==> src/rtl/counter_pkg.sv <==
// Shared definitions for the timer controller: FSM state encoding and default width.
package counter_pkg;

    localparam int unsigned CNT_WIDTH = 4;

    typedef enum logic [1:0] {
        IDLE = 2'd0,
        RUN  = 2'd1,
        HOLD = 2'd2
    } timer_state_t;

endpackage

==> src/rtl/timer_ctrl_halfadder.sv <==
// Single-bit half adder; one stage of the timer's ripple-carry incrementer.
module halfadder (
    input  logic i_a,
    input  logic i_b,
    output logic o_sum,
    output logic o_carry
);

    assign o_sum   = i_a ^ i_b;
    assign o_carry = i_a & i_b;

endmodule

==> src/rtl/timer_ctrl.sv <==
// Start/stop/hold timer with captured terminal count, one-shot or auto-restart mode,
// registered tick/done pulses; the increment is a ripple chain of halfadders.
module timer_ctrl
    import counter_pkg::*;
#(
    parameter int unsigned WIDTH = CNT_WIDTH
) (
    input  logic             clk,
    input  logic             resn,
    input  logic             start,
    input  logic             stop,
    input  logic             hold,
    input  logic [WIDTH-1:0] period,
    input  logic             periodic,
    output logic [WIDTH-1:0] cnt,
    output logic             busy,
    output logic             tick,
    output logic             done
);

    timer_state_t     r_state;
    logic [WIDTH-1:0] r_cnt;
    logic [WIDTH-1:0] r_period;
    logic             r_periodic;
    logic             r_busy;
    logic             r_tick;
    logic             r_done;

    logic [WIDTH-1:0] w_sum;
    logic [WIDTH-1:0] w_carry;
    logic             w_match;

    for (genvar g = 0; g < WIDTH; g++) begin : g_inc
        if (g == 0) begin : g_lsb
            halfadder u_ha (
                .i_a    (r_cnt[g]),
                .i_b    (1'b1),
                .o_sum  (w_sum[g]),
                .o_carry(w_carry[g])
            );
        end else begin : g_upper
            halfadder u_ha (
                .i_a    (r_cnt[g]),
                .i_b    (w_carry[g-1]),
                .o_sum  (w_sum[g]),
                .o_carry(w_carry[g])
            );
        end
    end

    assign w_match = (r_cnt == r_period);

    always_ff @(posedge clk) begin
        if (!resn) begin
            r_state    <= IDLE;
            r_cnt      <= '0;
            r_period   <= '0;
            r_periodic <= 1'b0;
            r_busy     <= 1'b0;
            r_tick     <= 1'b0;
            r_done     <= 1'b0;
        end else begin
            r_tick <= 1'b0;
            r_done <= 1'b0;
            case (r_state)
                IDLE: begin
                    if (start && !stop) begin
                        r_period   <= period;
                        r_periodic <= periodic;
                        r_cnt      <= '0;
                        r_busy     <= 1'b1;
                        r_state    <= RUN;
                    end
                end
                // RUN and HOLD share one arm: releasing hold counts on that same edge,
                // so a hold of N cycles delays the next tick by exactly N.
                RUN, HOLD: begin
                    if (stop) begin
                        r_cnt   <= '0;
                        r_busy  <= 1'b0;
                        r_state <= IDLE;
                    end else if (hold) begin
                        r_state <= HOLD;
                    end else if (w_match) begin
                        r_cnt  <= '0;
                        r_tick <= 1'b1;
                        if (r_periodic) begin
                            r_state <= RUN;
                        end else begin
                            r_done  <= 1'b1;
                            r_busy  <= 1'b0;
                            r_state <= IDLE;
                        end
                    end else begin
                        r_cnt   <= w_sum;
                        r_state <= RUN;
                    end
                end
                default: begin
                    r_cnt   <= '0;
                    r_busy  <= 1'b0;
                    r_state <= IDLE;
                end
            endcase
        end
    end

    assign cnt  = r_cnt;
    assign busy = r_busy;
    assign tick = r_tick;
    assign done = r_done;

endmodule
==> config.mk <==
export PLATFORM = sky130hd
export DESIGN_NAME = timer_ctrl
export DESIGN_NICKNAME = d
export VERILOG_FILES = /design/src/rtl/counter_pkg.sv /design/src/rtl/timer_ctrl_halfadder.sv /design/src/rtl/timer_ctrl.sv
export SDC_FILE = /design/constraint.sdc
export NUM_CORES = 1
export LEC_CHECK = 0
export CAP_MARGIN = 20
export CELL_PAD_IN_SITES_DETAIL_PLACEMENT = 0
export CELL_PAD_IN_SITES_GLOBAL_PLACEMENT = 1
export CORE_MARGIN = 3
export CORE_UTILIZATION = 30
export CTS_BUF_LIST = sky130_fd_sc_hd__clkbuf_8
export DETAILED_ROUTE_END_ITERATION = 10
export HOLD_SLACK_MARGIN = 0.06
export PLACE_DENSITY_LB_ADDON = 0.1
export SETUP_SLACK_MARGIN = 0.2
export SLEW_MARGIN = 20
export SYNTH_ARGS = -nofsm -noshare
export SYNTH_HDL_FRONTEND = slang
export SYNTH_SLANG_ARGS = --single-unit
==> constraint.sdc <==
create_clock -name clk -period 1.7 [get_ports clk]
set_input_delay 0.425 -clock clk [delete_from_list [all_inputs] [get_ports clk]]
set_output_delay 0.425 -clock clk [all_outputs]
set_load 0.03 [all_outputs]
==> run metrics <==
Final Hold Fails 0; share of the synthesized area in the top cell type 0.3619; hold buffer count at CTS 0; max-slew violation count 0; post-synthesis instance total 80; Total Routing Usage GR 0.1078; fmax 689.7 MHz; Routed Antenna Nets 0; Avg Inst Size Synth 9.681 sq um; vias per cell 4.629; placed instance area 945.9 sq um; max_slew headroom 0.7015; num rows 17; Tot Pwr 0.9214 mW; worst clock skew 2.580 ps; Initial Util 0.3341; drt wl/cell approximately 12 um; crit path DAT between 1500 and 2000 ps; # diodes 0; CP Class flop to flop; post-route cell area 1021 sq um; number of synthesized flops with an enable pin 0; commonest non-fill, non-tap cell in the layout dfxtp_1; Setup WS pre-CTS -143.0 ps; Syn Nets 94; total setup buffers inserted after CTS 0; Worst setup EP type flop; fillers 236; CTS tree yes; layout cells sized above 1 0.2604; DRT Wirelength 1547 um; synth unique cells 33; met3 usage 0.02299; full die area 3227 sq um; PnR worst setup slack 250.0 ps; post-layout min period ~1500 ps; Detailed Route Iter0 Violations 3; P per Cell Area 902.4 nW/um^2; sequential fraction of the synthesis area 0.3619; Yosys reg bits 14; M2 GR Usage 0.1733; RD Place Congestion 0.7574; GRT met1 Usage 0.1364; Synth area leader dfxtp_1; antenna violations before repair 0; setup slack, reg-to-reg 250 ps; status completed; clock sink count 14; final core occ 0.4404; startpoint types flop; GRT Max-Usage Layer met2; Core Area 2318 sq um; maxcap violations 0; First-pass DRT Iterations 4; LEAKAGE approximately 0.43 nW; Most used DFF post-synth dfxtp_1; worst slew pin tran 446.3 ps; Clock transition at path regs 50 ps; I/O Pins 17; Die Ht about 57 um; yosys warns 0; die span in x 56.81 um; RSZ-0062 raised after global routing false; most frequent cells in the layout dfxtp_1 (12), clkdlybuf4s50_1 (8), nand2_1 (7); CP Max Fanout 4; Async SR Flop Fraction 0; final net count ~110; area delta synth->final 31.83%; htree depth 1; Hold Crit Class flop to flop; CTS Root Buffer Type clkbuf_8; post-route clock period utilization 0.8529; CTS Buf Count 3; global route overflow 0; deepest clock path buffer count 2; setup_tns 0 ps; main area contributors after synthesis dfxtp_1 (36%), mux2i_1 (7.8%), ha_1 (6.5%); Worst-Skew Late Latency 240 ps; critical path data required time 1880 ps; DRC 0; vias in the first global route 641; input/output buffers 16; VDD IR max about 450 uV; DP HPWL approximately 1100 um; first-pass GRT wire length 2746 um; final setup fails 0; post-synthesis instance area 774.5 sq um; largest net degree at the start of global routing 13; DR vias 574
cells by family (layout without fill, tap and decap cells):
logic type | after synthesis | in the layout | share of synthesized area
flops | 14 | 14 | 0.3619
fa+ha+maj | 4 | 4 | 0.06462
buf+inv | 9 | 25 | 0.06461
compound gates | 11 | 11 | 0.1293
xor+xnor | 4 | 4 | 0.04523
simple gates | 32 | 32 | 0.2569
mux | 6 | 6 | 0.07755
what timing repair did:
item                                    CTS  global route
resized for setup                        13            12
pin swaps                                 0             2
endpoints found under the setup margin   13            11
path summary, 6_finish.rpt:
kind / start / endpoint / cells past startpoint
setup / recovery: r_state[1] / r_state[0] / 6
hold / removal: busy / busy / 2
setup reg to reg: r_state[1] / r_state[0] / 6
hold reg to reg: busy / busy / 2
power breakdown:
group / leakage, nW / total (mW) / switching [mW] / internal (mW)
logic: 0.285 / 0.240 / 0.122 / 0.119
clock network: 0.0288 / 0.315 / 0.111 / 0.205
registers: 0.115 / 0.366 / 0.0140 / 0.352
total: 0.429 / 0.921 / 0.246 / 0.675
routing by layer:
layer | share of wire | up-vias
met5 | 0 | -
met4 | 0.0078 | 0
met2 | 0.46 | 8
li1 | - | 306
met3 | 0.036 | 2
met1 | 0.50 | 258
synthesized netlist by cell type (2+ instances only):
| master | n |
|---|---|
| a21boi_1 | 3 |
| xnor2_1 | 4 |
| dfxtp_1 | 14 |
| nand3_1 | 4 |
| inv_1 | 3 |
| ha_1 | 4 |
| nand2_1 | 7 |
| buf_4 | 4 |
| mux2i_1 | 6 |
| nor2b_1 | 5 |
| nor2_1 | 3 |
| nand3b_1 | 2 |
state kept, by name, indices dropped and copies added (netlist names):
name,flops
busy,1
done,1
cnt,4
r_state,2
r_period,4
tick,1
r_periodic,1
area by class of cell:
type	count	area, sq um	area share
Inverter	3	11.26	0.01103
Multi-Input combinational cell	57	481.7	0.4718
Sequential cell	14	282.8	0.2770
Clock buffer	4	55.05	0.05392
Timing Repair Buffer	18	155.1	0.1520
Tap cell	28	35.03	0.03431
critical path: stages (launching register included):
cell,delay [ps]
dfxtp_2,340
inv_2,50
ha_4,270
nand2b_4,60
or3_1,320
a221oi_2,180
o31a_1,170
per-stage QoR:
stage | hold WS [ps] | std cells
2_1_floorplan | 472.8 | 80
3_3_place_gp | 461.3 | 120
3_5_place_dp | 467.3 | 120
4_1_cts | 472.9 | 124
5_1_grt | 497.4 | 124
6_report | 466.6 | 124
Power figures use the tool's default switching activity.
